File: config.mk
export PLATFORM = sky130hd
export DESIGN_NAME = conv3x3_ic_accum_sched_flat
export DESIGN_NICKNAME = d
export VERILOG_FILES = /design/src/rtl/conv3x3_ic_accum_sched_if.sv /design/src/rtl/conv3x3_ic_accum_sched.sv /design/src/flat_wrapper.sv
export SDC_FILE = /design/constraint.sdc
export NUM_CORES = 2
export LEC_CHECK = 0
export ABC_AREA = 1
export CORE_AREA = 2 2 450 452
export CTS_BUF_LIST = sky130_fd_sc_hd__clkbuf_16
export DETAILED_ROUTE_END_ITERATION = 10
export DIE_AREA = 0 0 452 454
export PLACE_DENSITY = 0.4
export SLEW_MARGIN = 20
export SYNTH_ARGS = -nofsm -noshare
export SYNTH_HDL_FRONTEND = slang
export SYNTH_SLANG_ARGS = --single-unit
export TNS_END_PERCENT = 1
File: constraint.sdc
create_clock -name clk -period 9.3 [get_ports clk]
set_input_delay 0.93 -clock clk [delete_from_list [all_inputs] [get_ports clk]]
set_output_delay 0.93 -clock clk [all_outputs]
set_load 0.02 [all_outputs]
File: src/rtl/conv3x3_ic_accum_sched_if.sv
// Handshake bundle between the conv3x3 channel/pixel scheduler, its upstream fetch stage,
// the vector MAC and the requant stage.
interface conv3x3_ic_accum_sched_if #(
    parameter int unsigned DATA_W = 8,
    parameter int unsigned ACC_W  = 32,
    parameter int unsigned OC_PAR = 4
);
    localparam int unsigned WIN_W = 9 * DATA_W;
    localparam int unsigned WGT_W = OC_PAR * WIN_W;
    localparam int unsigned VEC_W = OC_PAR * ACC_W;

    logic             src_valid;
    logic             src_ready;
    logic [WIN_W-1:0] src_window;
    logic [WGT_W-1:0] src_weights;

    logic             mac_in_valid;
    logic             mac_in_ready;
    logic [WIN_W-1:0] mac_window;
    logic [WGT_W-1:0] mac_weights;

    logic             mac_out_valid;
    logic             mac_out_ready;
    logic [VEC_W-1:0] mac_out_acc_vec;

    logic             res_valid;
    logic             res_ready;
    logic [VEC_W-1:0] res_acc_vec;

    // Scheduler side
    modport master (
        input  src_valid, src_window, src_weights,
        input  mac_in_ready,
        input  mac_out_valid, mac_out_acc_vec,
        input  res_ready,
        output src_ready,
        output mac_in_valid, mac_window, mac_weights,
        output mac_out_ready,
        output res_valid, res_acc_vec
    );

    // Fetch stage, MAC and requant side
    modport slave (
        output src_valid, src_window, src_weights,
        output mac_in_ready,
        output mac_out_valid, mac_out_acc_vec,
        output res_ready,
        input  src_ready,
        input  mac_in_valid, mac_window, mac_weights,
        input  mac_out_ready,
        input  res_valid, res_acc_vec
    );
endinterface

File: src/rtl/conv3x3_ic_accum_sched.sv
// Schedules conv3x3 MAC beats over input channels and pixels, accumulating per-channel
// partial sums (seeded with bias) into one OC_PAR-lane result per output pixel.
module conv3x3_ic_accum_sched #(
    parameter int unsigned DATA_W = 8,
    parameter int unsigned ACC_W  = 32,
    parameter int unsigned OC_PAR = 4,
    parameter int unsigned CNT_W  = 16
) (
    input  logic                    clk,
    input  logic                    rst_n,
    input  logic                    start,
    input  logic [CNT_W-1:0]        cfg_num_ic,
    input  logic [CNT_W-1:0]        cfg_num_pix,
    input  logic [OC_PAR*ACC_W-1:0] bias_vec,
    output logic                    busy,
    output logic                    done,
    conv3x3_ic_accum_sched_if.master bus
);
    localparam int unsigned VEC_W = OC_PAR * ACC_W;
    localparam int unsigned TOT_W = 2 * CNT_W;

    typedef enum logic [1:0] {
        ST_IDLE = 2'd0,
        ST_RUN  = 2'd1,
        ST_FIN  = 2'd2
    } state_e;

    state_e             state_q, state_d;
    logic [CNT_W-1:0]   num_ic_q;
    logic [CNT_W-1:0]   num_pix_q;
    logic [TOT_W-1:0]   total_q;
    logic [TOT_W-1:0]   issued_q;
    logic [CNT_W-1:0]   ic_cnt_q;
    logic [CNT_W-1:0]   pix_cnt_q;
    logic [VEC_W-1:0]   acc_q;
    logic               res_valid_q;
    logic [VEC_W-1:0]   res_acc_q;

    logic               run_c;
    logic               job_start_c;
    logic               issue_en_c;
    logic               in_hs_c;
    logic               part_hs_c;
    logic               res_hs_c;
    logic               last_ic_c;
    logic               last_pix_c;
    logic [CNT_W-1:0]   num_ic_eff_c;
    logic [VEC_W-1:0]   acc_sum_c;

    assign run_c        = (state_q == ST_RUN);
    assign job_start_c  = (state_q == ST_IDLE) && start;
    assign num_ic_eff_c = (cfg_num_ic == '0) ? CNT_W'(1) : cfg_num_ic;

    // Issue side: pure pass-through gated by the remaining beat budget of the job
    assign issue_en_c        = run_c && (issued_q < total_q);
    assign bus.mac_in_valid  = bus.src_valid & issue_en_c;
    assign bus.src_ready     = bus.mac_in_ready & issue_en_c;
    assign bus.mac_window    = bus.src_window;
    assign bus.mac_weights   = bus.src_weights;
    assign in_hs_c           = bus.mac_in_valid & bus.mac_in_ready;

    // Partials stall while a finished pixel waits, so partial and result handshakes never overlap
    assign bus.mac_out_ready = run_c & ~res_valid_q;
    assign part_hs_c         = bus.mac_out_valid & bus.mac_out_ready;
    assign res_hs_c          = res_valid_q & bus.res_ready;

    assign last_ic_c  = (ic_cnt_q == (num_ic_q - CNT_W'(1)));
    assign last_pix_c = (pix_cnt_q == num_pix_q);

    assign bus.res_valid   = res_valid_q;
    assign bus.res_acc_vec = res_acc_q;
    assign busy            = run_c;
    assign done            = (state_q == ST_FIN);

    // Per-lane wrapping add; the first channel of a pixel starts from bias
    always_comb begin
        acc_sum_c = '0;
        for (int unsigned l = 0; l < OC_PAR; l++) begin
            acc_sum_c[l*ACC_W +: ACC_W] =
                ((ic_cnt_q == '0) ? bias_vec[l*ACC_W +: ACC_W] : acc_q[l*ACC_W +: ACC_W])
                + bus.mac_out_acc_vec[l*ACC_W +: ACC_W];
        end
    end

    always_ff @(posedge clk or negedge rst_n) begin
        if (!rst_n) begin
            state_q <= ST_IDLE;
        end else begin
            state_q <= state_d;
        end
    end

    always_comb begin
        state_d = state_q;
        case (state_q)
            ST_IDLE: begin
                if (start) begin
                    state_d = (cfg_num_pix == '0) ? ST_FIN : ST_RUN;
                end
            end
            ST_RUN: begin
                if (res_hs_c && last_pix_c) begin
                    state_d = ST_FIN;
                end
            end
            ST_FIN:  state_d = ST_IDLE;
            default: state_d = ST_IDLE;
        endcase
    end

    // Job configuration, counters and accumulator datapath
    always_ff @(posedge clk or negedge rst_n) begin
        if (!rst_n) begin
            num_ic_q    <= '0;
            num_pix_q   <= '0;
            total_q     <= '0;
            issued_q    <= '0;
            ic_cnt_q    <= '0;
            pix_cnt_q   <= '0;
            acc_q       <= '0;
            res_valid_q <= 1'b0;
            res_acc_q   <= '0;
        end else begin
            if (job_start_c) begin
                num_ic_q  <= num_ic_eff_c;
                num_pix_q <= cfg_num_pix;
                total_q   <= TOT_W'(num_ic_eff_c) * TOT_W'(cfg_num_pix);
                issued_q  <= '0;
                ic_cnt_q  <= '0;
                pix_cnt_q <= '0;
            end
            if (in_hs_c) begin
                issued_q <= issued_q + TOT_W'(1);
            end
            if (part_hs_c) begin
                acc_q <= acc_sum_c;
                if (last_ic_c) begin
                    ic_cnt_q    <= '0;
                    pix_cnt_q   <= pix_cnt_q + CNT_W'(1);
                    res_valid_q <= 1'b1;
                    res_acc_q   <= acc_sum_c;
                end else begin
                    ic_cnt_q <= ic_cnt_q + CNT_W'(1);
                end
            end
            if (res_hs_c) begin
                res_valid_q <= 1'b0;
            end
        end
    end

endmodule

File: src/flat_wrapper.sv
// flat-port wrapper written by rule: the top's interface ports become plain ports
module conv3x3_ic_accum_sched_flat 
#(
    parameter int unsigned DATA_W = 8,
    parameter int unsigned ACC_W  = 32,
    parameter int unsigned OC_PAR = 4,
    parameter int unsigned CNT_W  = 16
)
  (clk, rst_n, start, cfg_num_ic, cfg_num_pix, bias_vec, busy, done, bus_src_valid, bus_src_window, bus_src_weights, bus_mac_in_ready, bus_mac_out_valid, bus_mac_out_acc_vec, bus_res_ready, bus_src_ready, bus_mac_in_valid, bus_mac_window, bus_mac_weights, bus_mac_out_ready, bus_res_valid, bus_res_acc_vec);
  conv3x3_ic_accum_sched_if #(.DATA_W(DATA_W), .ACC_W(ACC_W), .OC_PAR(OC_PAR)) bus_i ();
  input  logic clk;
  input  logic rst_n;
  input  logic start;
  input  logic [CNT_W-1:0] cfg_num_ic;
  input  logic [CNT_W-1:0] cfg_num_pix;
  input  logic [OC_PAR*ACC_W-1:0] bias_vec;
  output logic busy;
  output logic done;
  input wire logic [$bits(bus_i.src_valid)-1:0] bus_src_valid;
  input wire logic [$bits(bus_i.src_window)-1:0] bus_src_window;
  input wire logic [$bits(bus_i.src_weights)-1:0] bus_src_weights;
  input wire logic [$bits(bus_i.mac_in_ready)-1:0] bus_mac_in_ready;
  input wire logic [$bits(bus_i.mac_out_valid)-1:0] bus_mac_out_valid;
  input wire logic [$bits(bus_i.mac_out_acc_vec)-1:0] bus_mac_out_acc_vec;
  input wire logic [$bits(bus_i.res_ready)-1:0] bus_res_ready;
  output wire logic [$bits(bus_i.src_ready)-1:0] bus_src_ready;
  output wire logic [$bits(bus_i.mac_in_valid)-1:0] bus_mac_in_valid;
  output wire logic [$bits(bus_i.mac_window)-1:0] bus_mac_window;
  output wire logic [$bits(bus_i.mac_weights)-1:0] bus_mac_weights;
  output wire logic [$bits(bus_i.mac_out_ready)-1:0] bus_mac_out_ready;
  output wire logic [$bits(bus_i.res_valid)-1:0] bus_res_valid;
  output wire logic [$bits(bus_i.res_acc_vec)-1:0] bus_res_acc_vec;
  assign bus_i.src_valid = bus_src_valid;
  assign bus_i.src_window = bus_src_window;
  assign bus_i.src_weights = bus_src_weights;
  assign bus_i.mac_in_ready = bus_mac_in_ready;
  assign bus_i.mac_out_valid = bus_mac_out_valid;
  assign bus_i.mac_out_acc_vec = bus_mac_out_acc_vec;
  assign bus_i.res_ready = bus_res_ready;
  assign bus_src_ready = bus_i.src_ready;
  assign bus_mac_in_valid = bus_i.mac_in_valid;
  assign bus_mac_window = bus_i.mac_window;
  assign bus_mac_weights = bus_i.mac_weights;
  assign bus_mac_out_ready = bus_i.mac_out_ready;
  assign bus_res_valid = bus_i.res_valid;
  assign bus_res_acc_vec = bus_i.res_acc_vec;
  conv3x3_ic_accum_sched #(.DATA_W(DATA_W), .ACC_W(ACC_W), .OC_PAR(OC_PAR), .CNT_W(CNT_W)) u_core (.clk(clk), .rst_n(rst_n), .start(start), .cfg_num_ic(cfg_num_ic), .cfg_num_pix(cfg_num_pix), .bias_vec(bias_vec), .busy(busy), .done(done), .bus(bus_i));
endmodule
==> impl_metrics.ini <==
[grt]
grt_max_degree = 134
first_global_vias = 34800
antenna_found_initial = 19
grt-ovfl-total = 0
grt_pass1_wl_mm = 225
grtUsageTotal_pct = 14.4

[clocking]
hold_buffers = 0
htreeDepth = 2
clock_sinks = 387
cts.clk_slew.worst_paths_ps = 70
clock_latency_ps = 670
root_buffer = clkbuf_16
cts_setup_buffers = 0
numCtsBuffers = 55
clockBufferDepth = 3
cts_resized = 0
cts_tree = built

[place]
io_buffers = 428
hpwl_mm = 120
place_congestion = 0.892

[setup_path]
cp-start-kind = primary input
cp.required_ps = 9830
worstPathMaxFanout = 18
cp_top_family = adder cells
crit_slowest_cell = clkdlybuf4s50_1
cp_common_cell = inv_1
max_stage_delay_ps = 870
crit_path_end_kind = register
arrival_ps = 7370
crit_type = in2reg
worst-path-buf-inv = 7

[final_layout]
drive_gt1_share_pct = 2.84
final_common_cell = nand2_1
fin_nets = 6534
syn2layout_area_growth_pct = 16.3
layout_common_cells = 1507 x nand2_1, 846 x inv_1, 422 x clkdlybuf4s50_1, 391 x o21ai_0, 387 x dfrtp_1

[yosys]
yosysUniqueCellTypes = 42
synth_area_per_cell_sq_um = 7.12
postSynthCellCount = 5432
syn_nets = 6549
ys_ff_latch = 387
synth_area_sq_um = 38700
ys_seq_area_share_pct = 25.0
synth-warning-count = 0

[sta]
setup_violations = 0
max_freq_mhz = 146
slew_violations = 0
clock_skew_ps = 32.7
whs_ps = 256
rsz0062_at_grt = false
finalHoldViolations = 0
fin_crit_sh_pct = 73.5
slew_headroom_pct = 27.8
worst_pin_slew_ps = 1080
tns_ps = 0
fin_crit_ps = 6840

[routing]
postRouteAntennaNets = 0
vias_per_cell = 4.17
drt-total-wl_mm = 151
wl_per_cell_microns = 18.5
firstDrtPassIters = 5
vias = 34000
drc = 0
drtIter0Drc = 2049

[power_and_ir_drop]
p_sw_share_pct = 55.2
power.density_nw_per_um2 = 364
clockPowerShare_pct = 13.3
ir_drop_uv = 348
intPower_mw = 7.34
p_sw_mw = 9.02
p_comb_share_pct = 72.3
p_leak_nw = 22.5
seq_power_share_pct = 14.4

[run_status]
status = completed

[die]
die_area_sq_um = 205000
io_pins = 1149
die_h_microns = 454
start_util_pct = 19.3
core_sq_um = 201000
die_w_microns = 452
placement_rows = 165

[job]
drv_cap = 0

[worst_hold_path]
hp-class = in2async
worst reg2reg max path: cells and delay by family (launching register included):
kind                     cells  cell delay [ps]
AND/OR/NAND/NOR             12             1500
buffers and inverters        4             1060
adder cells (fa/ha/maj)      2              730
AO/OA/AOI/OAI                3              570
flip-flops                   1              490
multiplexers                 1              430
worst paths after layout:
check	start	end	slack, ps	cells after the start
hold / removal	rst_n	u_core.bus.res_acc_vec[32]$_DFFE_PN0P_	260	1
max in group asynchronous	rst_n	u_core.bus.res_acc_vec[118]$_DFFE_PN0P_	6890	3
min in group clk	u_core.bus.res_acc_vec[80]$_DFFE_PN0P_	u_core.bus.res_acc_vec[80]$_DFFE_PN0P_	480	2
hold reg to reg	u_core.bus.res_acc_vec[80]$_DFFE_PN0P_	u_core.bus.res_acc_vec[80]$_DFFE_PN0P_	480	2
setup / recovery	cfg_num_ic[1]	u_core.total_q[21]$_DFFE_PN0P_	2460	26
setup reg to reg	u_core.ic_cnt_q[7]$_DFFE_PN0P_	u_core.acc_q[94]$_DFFE_PN0P_	4340	22
power groups by stage:
| stage | clock (mW) | sequential (mW) | combinational, mW |
|---|---|---|---|
| after floorplan | 0 | 2.33 | 8.40 |
| after global placement | 0 | 2.37 | 12.1 |
| after detailed placement | 0 | 2.38 | 12.1 |
| after CTS | 2.28 | 2.36 | 12.1 |
| after global routing | 2.33 | 2.40 | 13.5 |
| final | 2.18 | 2.35 | 11.8 |
per-layer routing:
metal | track usage (%) | vias to the layer above | routed length [microns]
met2 | 25.8 | 916 | 74800
met4 | 2.93 | 16 | 3040
met3 | 2.84 | 191 | 8160
li1 | - | 16700 | -
met1 | 17.7 | 16200 | 64500
met5 | 0.536 | - | 209
Yosys cell counts:
master    number  area [sq um]
nor2_2         5          31.3
ha_1         264          3300
nand3_1      272          1360
or2_2          8          50.1
fa_1         198          3960
nor2_1       299          1120
or2_1          1          6.26
inv_2          2          7.51
clkinv_1       2          7.51
and3b_1        1          8.76
mux2i_1       79           791
o21ai_0      391          1960
nand2_2        1          6.26
dfrtp_1      387          9680
nor3b_1        2          15.0
nor3_1        57           285
buf_4        367          2760
a21oi_1      205          1030
nand2_1     1509          5660
a211oi_1       1          7.51
buf_1         21          78.8
buf_6          4          45.0
xnor2_1       76           666
o21a_1        15           113
xor2_1        77           674
o21ai_1       15          75.1
inv_4          1          6.26
clkbuf_1     114           428
inv_1        837          3140
nand4_1       78           488
nor2_4         2          22.5
and2_1         1          6.26
clkbuf_2       2          10.0
and3_1         5          31.3
a21boi_0       3          22.5
a21o_1        10          75.1
nand3b_1      20           150
o22ai_1        7          43.8
buf_2         32           160
o21bai_1      15           113
nor4_1        28           175
a31oi_1       18           113
cells by family after synthesis:
logic type	count (synthesis)	share of synthesized area, %
AOI/OAI and AO/OA	680	9.16
xor gates and xnor gates	153	3.46
adders and majority gates	462	18.8
buffers and inverters	1382	17.2
DFF	387	25.0
muxes	79	2.04
and+or+nand+nor	2289	24.4
layout make-up:
type	count	area [sq um]
inverter	842	3170
antenna	2	5.00
fill	22500	156000
clock inverter	44	375
clock buffer	57	1430
tap	2672	3340
multi-input combinational	3663	22400
sequential	387	9680
timing repair buffer	468	4580
flip-flops by register name, summed over array words and instances, names as in the netlist:
name / count
u_core.total_q: 32
u_core.bus.res_acc_vec: 128
u_core.acc_q: 128
u_core.num_ic_q: 16
u_core.issued_q: 32
u_core.state_q: 2
u_core.ic_cnt_q: 16
u_core.num_pix_q: 16
u_core.pix_cnt_q: 16
u_core.bus.res_valid: 1
stage by stage:
stage          setup slack (ps)  power [mW]  std cells  utilization (%)  instance area, sq um
4_1_cts                    2370        16.8       8133             22.4                 45000
6_report                   2460        16.4       8135             22.4                 45000
2_1_floorplan              3170        10.7       5432                -                 38700
3_5_place_dp               1620        14.4       8032             21.5                 43200
3_3_place_gp               1680        14.5       8032             21.5                 43200
5_1_grt                    1940        18.2       8134             22.4                 45000
Power figures use the tool's default switching activity.
